$ cat config.mk
export PLATFORM = sky130hd
export DESIGN_NAME = vga_timing_gen
export DESIGN_NICKNAME = d
export VERILOG_FILES = /design/src/rtl/vga_timing_pkg.sv /design/src/rtl/vga_clk_div.sv /design/src/rtl/vga_timing_gen.sv
export SDC_FILE = /design/constraint.sdc
export NUM_CORES = 1
export LEC_CHECK = 0
export ABC_AREA = 1
export CORE_MARGIN = 1.5
export CORE_UTILIZATION = 45
export DETAILED_ROUTE_END_ITERATION = 7
export PLACE_DENSITY_LB_ADDON = 0.25
export REMOVE_ABC_BUFFERS = 1
export SLEW_MARGIN = 40
export SYNTH_ARGS = -nofsm -noshare
export SYNTH_HDL_FRONTEND = slang
export SYNTH_SLANG_ARGS = --single-unit
export TNS_END_PERCENT = 100
$ cat constraint.sdc
create_clock -name Clk -period 2.06 [get_ports Clk]
set_clock_uncertainty 0.05 [all_clocks]
set_input_delay 0.206 -clock Clk [delete_from_list [all_inputs] [get_ports Clk]]
set_output_delay 0.206 -clock Clk [all_outputs]
set_load 0.01 [all_outputs]
$ cat src/rtl/vga_timing_pkg.sv
// Shared types and default 640x480@60 timing constants for the VGA raster generator.
package vga_timing_pkg;

   typedef enum logic [1:0] {H_ACT, H_FP, H_SP, H_BP} h_phase_t;
   typedef enum logic [1:0] {V_ACT, V_FP, V_SP, V_BP} v_phase_t;

   localparam int DEF_H_ACTIVE = 640;
   localparam int DEF_H_FRONT  = 16;
   localparam int DEF_H_SYNC   = 96;
   localparam int DEF_H_BACK   = 48;
   localparam int DEF_V_ACTIVE = 480;
   localparam int DEF_V_FRONT  = 10;
   localparam int DEF_V_SYNC   = 2;
   localparam int DEF_V_BACK   = 33;
   localparam int DEF_CLK_DIV  = 2;

   function automatic int calc_total(input int active, input int front,
                                     input int sync, input int back);
      return active + front + sync + back;
   endfunction

endpackage

$ cat src/rtl/vga_clk_div.sv
// Pixel-rate divider: one-Clk pix_en strobe on the last Clk of each pixel and a
// registered 50% duty VGA_CLK that rises mid-pixel.
module vga_clk_div #(
   parameter int CLK_DIV = 2
) (
   input  logic Clk,
   input  logic Reset_n,
   output logic pix_en,
   output logic VGA_CLK
);

   localparam int CW = $clog2(CLK_DIV);

   logic [CW-1:0] div_cnt;
   logic [CW-1:0] div_nxt;

   always_comb begin
      div_nxt = (div_cnt == CW'(CLK_DIV - 1)) ? '0 : div_cnt + CW'(1);
   end

   // VGA_CLK is decoded from the next count so it lines up with div_cnt itself
   always_ff @(posedge Clk or negedge Reset_n) begin
      if (!Reset_n) begin
         div_cnt <= '0;
         VGA_CLK <= 1'b0;
      end else begin
         div_cnt <= div_nxt;
         VGA_CLK <= (div_nxt >= CW'(CLK_DIV / 2));
      end
   end

   assign pix_en = (div_cnt == CW'(CLK_DIV - 1));

endmodule

$ cat src/rtl/vga_timing_gen.sv
// VGA raster timing: pixel counters, horizontal/vertical phase FSMs and sync/blank decode.
// Define VGA_TIMING_OUT_DELAY_EN to delay VGA_HS/VGA_VS/VGA_BLANK_N by one pixel.
module vga_timing_gen
   import vga_timing_pkg::*;
#(
   parameter int H_ACTIVE = DEF_H_ACTIVE,
   parameter int H_FRONT  = DEF_H_FRONT,
   parameter int H_SYNC   = DEF_H_SYNC,
   parameter int H_BACK   = DEF_H_BACK,
   parameter int V_ACTIVE = DEF_V_ACTIVE,
   parameter int V_FRONT  = DEF_V_FRONT,
   parameter int V_SYNC   = DEF_V_SYNC,
   parameter int V_BACK   = DEF_V_BACK,
   parameter int CLK_DIV  = DEF_CLK_DIV
) (
   input  logic       Clk,
   input  logic       Reset_n,
   output logic       VGA_CLK,
   output logic       VGA_HS,
   output logic       VGA_VS,
   output logic       VGA_BLANK_N,
   output logic       VGA_SYNC_N,
   output logic [9:0] DrawX,
   output logic [9:0] DrawY,
   output logic       pix_en,
   output logic       line_start,
   output logic       frame_start
);

   localparam int H_TOTAL = calc_total(H_ACTIVE, H_FRONT, H_SYNC, H_BACK);
   localparam int V_TOTAL = calc_total(V_ACTIVE, V_FRONT, V_SYNC, V_BACK);

   if (H_TOTAL > 1024) begin : g_h_total_chk
      $error("vga_timing_gen: H_TOTAL exceeds 1024");
   end
   if (V_TOTAL > 1024) begin : g_v_total_chk
      $error("vga_timing_gen: V_TOTAL exceeds 1024");
   end
   if ((CLK_DIV < 2) || ((CLK_DIV % 2) != 0)) begin : g_div_chk
      $error("vga_timing_gen: CLK_DIV must be even and >= 2");
   end

   vga_clk_div #(
      .CLK_DIV (CLK_DIV)
   ) u_clk_div (
      .Clk     (Clk),
      .Reset_n (Reset_n),
      .pix_en  (pix_en),
      .VGA_CLK (VGA_CLK)
   );

   logic [9:0] hc, vc;
   logic [9:0] hc_nxt, vc_nxt;
   logic       h_wrap, v_wrap;
   h_phase_t   h_state, h_nxt;
   v_phase_t   v_state, v_nxt;
   logic       hs_p0, vs_p0, blank_p0;

   // Stage 0: next counter values and next phases, all decided on the pix_en edge
   always_comb begin
      h_wrap = pix_en && (hc == 10'(H_TOTAL - 1));
      v_wrap = h_wrap && (vc == 10'(V_TOTAL - 1));
      hc_nxt = hc;
      vc_nxt = vc;
      if (pix_en) hc_nxt = h_wrap ? '0 : hc + 10'd1;
      if (h_wrap) vc_nxt = v_wrap ? '0 : vc + 10'd1;

      h_nxt = h_state;
      if (pix_en) begin
         case (h_state)
            H_ACT:   if (hc_nxt == 10'(H_ACTIVE))                    h_nxt = H_FP;
            H_FP:    if (hc_nxt == 10'(H_ACTIVE + H_FRONT))          h_nxt = H_SP;
            H_SP:    if (hc_nxt == 10'(H_ACTIVE + H_FRONT + H_SYNC)) h_nxt = H_BP;
            H_BP:    if (hc_nxt == '0)                               h_nxt = H_ACT;
            default: h_nxt = H_ACT;
         endcase
      end

      v_nxt = v_state;
      if (h_wrap) begin
         case (v_state)
            V_ACT:   if (vc_nxt == 10'(V_ACTIVE))                    v_nxt = V_FP;
            V_FP:    if (vc_nxt == 10'(V_ACTIVE + V_FRONT))          v_nxt = V_SP;
            V_SP:    if (vc_nxt == 10'(V_ACTIVE + V_FRONT + V_SYNC)) v_nxt = V_BP;
            V_BP:    if (vc_nxt == '0)                               v_nxt = V_ACT;
            default: v_nxt = V_ACT;
         endcase
      end
   end

   // Stage p0: counters, phases and decoded outputs all load on the same edge
   always_ff @(posedge Clk or negedge Reset_n) begin
      if (!Reset_n) begin
         hc          <= '0;
         vc          <= '0;
         h_state     <= H_ACT;
         v_state     <= V_ACT;
         hs_p0       <= 1'b1;
         vs_p0       <= 1'b1;
         blank_p0    <= 1'b0;
         line_start  <= 1'b0;
         frame_start <= 1'b0;
      end else begin
         hc          <= hc_nxt;
         vc          <= vc_nxt;
         h_state     <= h_nxt;
         v_state     <= v_nxt;
         hs_p0       <= (h_nxt != H_SP);
         vs_p0       <= (v_nxt != V_SP);
         blank_p0    <= (h_nxt == H_ACT) && (v_nxt == V_ACT);
         line_start  <= h_wrap;
         frame_start <= v_wrap;
      end
   end

`ifdef VGA_TIMING_OUT_DELAY_EN
   logic hs_p1, vs_p1, blank_p1;

   // Stage p1: one-pixel delay to match a registered sprite-ROM colour lookup
   always_ff @(posedge Clk or negedge Reset_n) begin
      if (!Reset_n) begin
         hs_p1    <= 1'b1;
         vs_p1    <= 1'b1;
         blank_p1 <= 1'b0;
      end else if (pix_en) begin
         hs_p1    <= hs_p0;
         vs_p1    <= vs_p0;
         blank_p1 <= blank_p0;
      end
   end

   assign VGA_HS      = hs_p1;
   assign VGA_VS      = vs_p1;
   assign VGA_BLANK_N = blank_p1;
`else
   assign VGA_HS      = hs_p0;
   assign VGA_VS      = vs_p0;
   assign VGA_BLANK_N = blank_p0;
`endif

   assign DrawX      = hc;
   assign DrawY      = vc;
   assign VGA_SYNC_N = 1'b0;

endmodule
==> metrics <==
final setup violation count=7; Routability Congestion=0.893; CTS HTree Levels=2; Post-Synth Simple-Gate Area=0.507; Final TNS setup=-0.335 ns; drt first pass iters=4; via count of the first global-routing pass=2142; Initial Util=0.468; sequential fraction of the synthesis area=0.341; Core ar.=0.00472 mm2; clock-pin transition on the worst setup and hold timing paths=0.06 ns; RSZ-0062 raised after global routing=yes; Warnings, synthesis=0; largest buffer count on any clock path=2; Setup Slack @ Placement=-0.0704 ns; number of cells in the finished layout apart from fillers=474; area of the mapped netlist=0.00221 mm2; grt total ovfl=0; WHS=0.258 ns; width of the die=73.1 um; critical path start-end classification=flop to flop; TritonCTS clock tree=done; die area=0.00534 mm2; Hold Path Class=primary input to async pin; CTS root buffer=sky130_fd_sc_hd__clkbuf_8; largest net degree at the start of global routing=31; area added between synthesis and finish=43.0%; clock latency of the later-clocked register in the worst-skew pair=0.28 ns; Sequential cell area=756 um2; largest family of logic cells by synthesized area=simple AND/OR/NAND/NOR gates; fraction of the mapped netlist area in compound gates=0.0187; number of register bits inferred by synthesis=30; share of flip-flops with an asynchronous set or reset after synthesis=1.00; IO buf count=28; number of instances in the synthesized netlist=326; CTS Hold Bufs=0; initial antenna violation count=0; highest achievable clock rate=457 MHz; diodes inserted=0; number of vias in the routed layout=2340; total number of clock tree sinks=30; number of inserted filler cells in the final layout=394; final period demand of the worst path=2.19 ns; Post-Synth Adder-Cell Area=0.0170; mean post-synth cell area=6.78 um2; post-route antenna net violation count=0; number of nets in the finished design=411; Worst EP required=2.23 ns; endpoint class of the critical path=flop; number of design rule violations left after detail routing=0; GRT Total Usage=0.226; post-placement cell count=452; total leakage power=1.66 nW; number of enable flip-flop cells after synthesis=0; final slew viol count=0; Critical Path Fanout Max=5; peak supply drop=0.328 mV; crit path setup slack, layout=-0.129 ns; global-route wire length before repair=9270 um; final-report hold violation count=0; result of the run=complete, but fails checks; total CTS buffers=5; area of the multi-input gates=0.00137 mm2; number of primary I/O pins=30; Max Cap Violations=0; Synth cell types=30; arrival time of the worst setup path=2.36 ns; share of cells above drive strength 1=0.322; overall power after layout=0.00110 W; P per Cell Area=347 mW/mm2; multiplexer share of the synthesized area=0; detailed-placement wirelength estimate=4240 um; routed wirelength normalized by instance count=12.5 um; post-route clock period utilization=1.06; xor-xnor portion of the synthesized cell area=0.00792; number of design-rule violations left by the first detailed-router iteration=157; vias per inst=4.94; sum of routed wire length over all layers=5910 um; Chip Height=73.1 um; most used flip-flop cell after synthesis=sky130_fd_sc_hd__dfrtp_1; total number of placement rows=25; type of origin of the critical path=flop; failing checks=setup timing
## sequential cells by signal (all words and copies together), names as in the netlist
name and count:
DrawX 10, DrawY 10, h_state 2, v_state 2, VGA_BLANK_N 1, VGA_HS 1, VGA_VS 1, frame_start 1
line_start 1, u_clk_div.VGA_CLK 1
## power breakdown
| group | switching, W | internal, W | total (W) |
|---|---|---|---|
| combinational | 0.0000125 | 0.00000289 | 0.0000154 |
| sequential | 0 | 0.000589 | 0.000589 |
| clock | 0.000222 | 0.000269 | 0.000491 |
| total | 0.000235 | 0.000861 | 0.00110 |
## worst max-delay path, cell delays in order, from the launching register on
cell and delay, ns:
sky130_fd_sc_hd__dfrtp_1 0.39, sky130_fd_sc_hd__inv_1 0.10, sky130_fd_sc_hd__nand2_1 0.11, sky130_fd_sc_hd__nor2_4 0.15, sky130_fd_sc_hd__buf_6 0.15, sky130_fd_sc_hd__nand2_8 0.08, sky130_fd_sc_hd__buf_4 0.16, sky130_fd_sc_hd__nand2_1 0.07
sky130_fd_sc_hd__nand2_2 0.08, sky130_fd_sc_hd__buf_4 0.14, sky130_fd_sc_hd__nor2_2 0.09, sky130_fd_sc_hd__nand3_1 0.07, sky130_fd_sc_hd__nand2_1 0.08, sky130_fd_sc_hd__nand2_1 0.06, sky130_fd_sc_hd__o21ai_2 0.16, sky130_fd_sc_hd__nand2_1 0.07
sky130_fd_sc_hd__nor2_1 0.09
## path summary, 6_finish.rpt
kind,from,to,slack [ns],cells past startpoint
max,DrawX[6]$_DFF_PN0_,VGA_BLANK_N$_DFF_PN0_,-0.13,16
min,Reset_n,DrawY[2]$_DFF_PN0_,0.26,2
max reg2reg,DrawX[6]$_DFF_PN0_,VGA_BLANK_N$_DFF_PN0_,-0.13,16
min reg2reg,h_state[1]$_DFF_PN0_,h_state[1]$_DFF_PN0_,0.54,2
max in group asynchronous,Reset_n,VGA_VS$_DFF_PN1_,1.37,2
min in group Clk,h_state[1]$_DFF_PN0_,h_state[1]$_DFF_PN0_,0.54,2
## cell usage after synthesis (2+ instances only)
library cell,instances,area (um2)
sky130_fd_sc_hd__nor2_1,39,146
sky130_fd_sc_hd__nand2_1,101,379
sky130_fd_sc_hd__nor2_4,4,45.0
sky130_fd_sc_hd__buf_6,2,22.5
sky130_fd_sc_hd__nand3_1,35,175
sky130_fd_sc_hd__nor2_2,5,31.3
sky130_fd_sc_hd__dfstp_2,2,52.6
sky130_fd_sc_hd__nand4_1,14,87.6
sky130_fd_sc_hd__ha_1,3,37.5
sky130_fd_sc_hd__inv_2,2,7.51
sky130_fd_sc_hd__nand3_2,11,110
sky130_fd_sc_hd__o21ai_0,3,15.0
sky130_fd_sc_hd__nand2_2,12,75.1
sky130_fd_sc_hd__dfrtp_1,28,701
sky130_fd_sc_hd__buf_4,3,22.5
sky130_fd_sc_hd__inv_1,48,180
## cells in the final DEF, fill, tap and decap left out, drive strengths merged
cell type      netlist  routed
clkinv               0       1
nor3                 1       1
dfrtp               28      28
clkbuf               0       7
conb                 1       1
buf                  6      50
nor2                49      49
nand3b               1       1
a21oi                1       1
xor2                 1       1
or2                  1       1
o21bai               1       1
o21ai                5       5
clkdlybuf4s50        0      28
xnor2                1       1
nand4               14      14
dfstp                2       2
nand2              115     116
nand3               46      46
inv                 50      50
ha                   3       3
## through the flow
step | cell area (um2) | util
after floorplan | 2160 | -
after global placement | 2800 | 0.593
after detailed placement | 2800 | 0.593
after CTS | 2960 | 0.626
after global routing | 3160 | 0.669
final | 3160 | 0.669
## area by class of cell
cell class,instances,share of cell area
Clock inverter,1,0.00158
Tap cell,67,0.0265
Timing Repair Buffer,78,0.213
Sequential cell,30,0.239
Clock buffer,7,0.0273
Multi-Input combinational cell,241,0.433
Inverter,50,0.0594
## layer usage
layer / part of all wire / global-route usage / wire (um) / up-vias
li1: - / - / - / 1178
met1: 0.43 / 0.283 / 2560 / 1088
met2: 0.50 / 0.396 / 2960 / 59
met3: 0.042 / 0.0414 / 247 / 15
met4: 0.024 / 0.0629 / 140 / 0
met5: 0 / 0 / 0 / -
## logic make-up (layout without fill, tap and decap cells)
logic type,Yosys count,in the layout
XOR/XNOR,2,2
other,1,1
adder cells (fa/ha/maj),3,3
AND/OR/NAND/NOR,227,228
buffers and inverters,56,136
AO/OA/AOI/OAI,7,7
flip-flops,30,30
## timing repair
item                       in CTS  in global routing
setup buffers                   3                 10
setup endpoints to repair       5                  7
resized for setup              12                 34
pin swaps                       5                 30
cloned                          0                  1
Power figures use the tool's default switching activity.
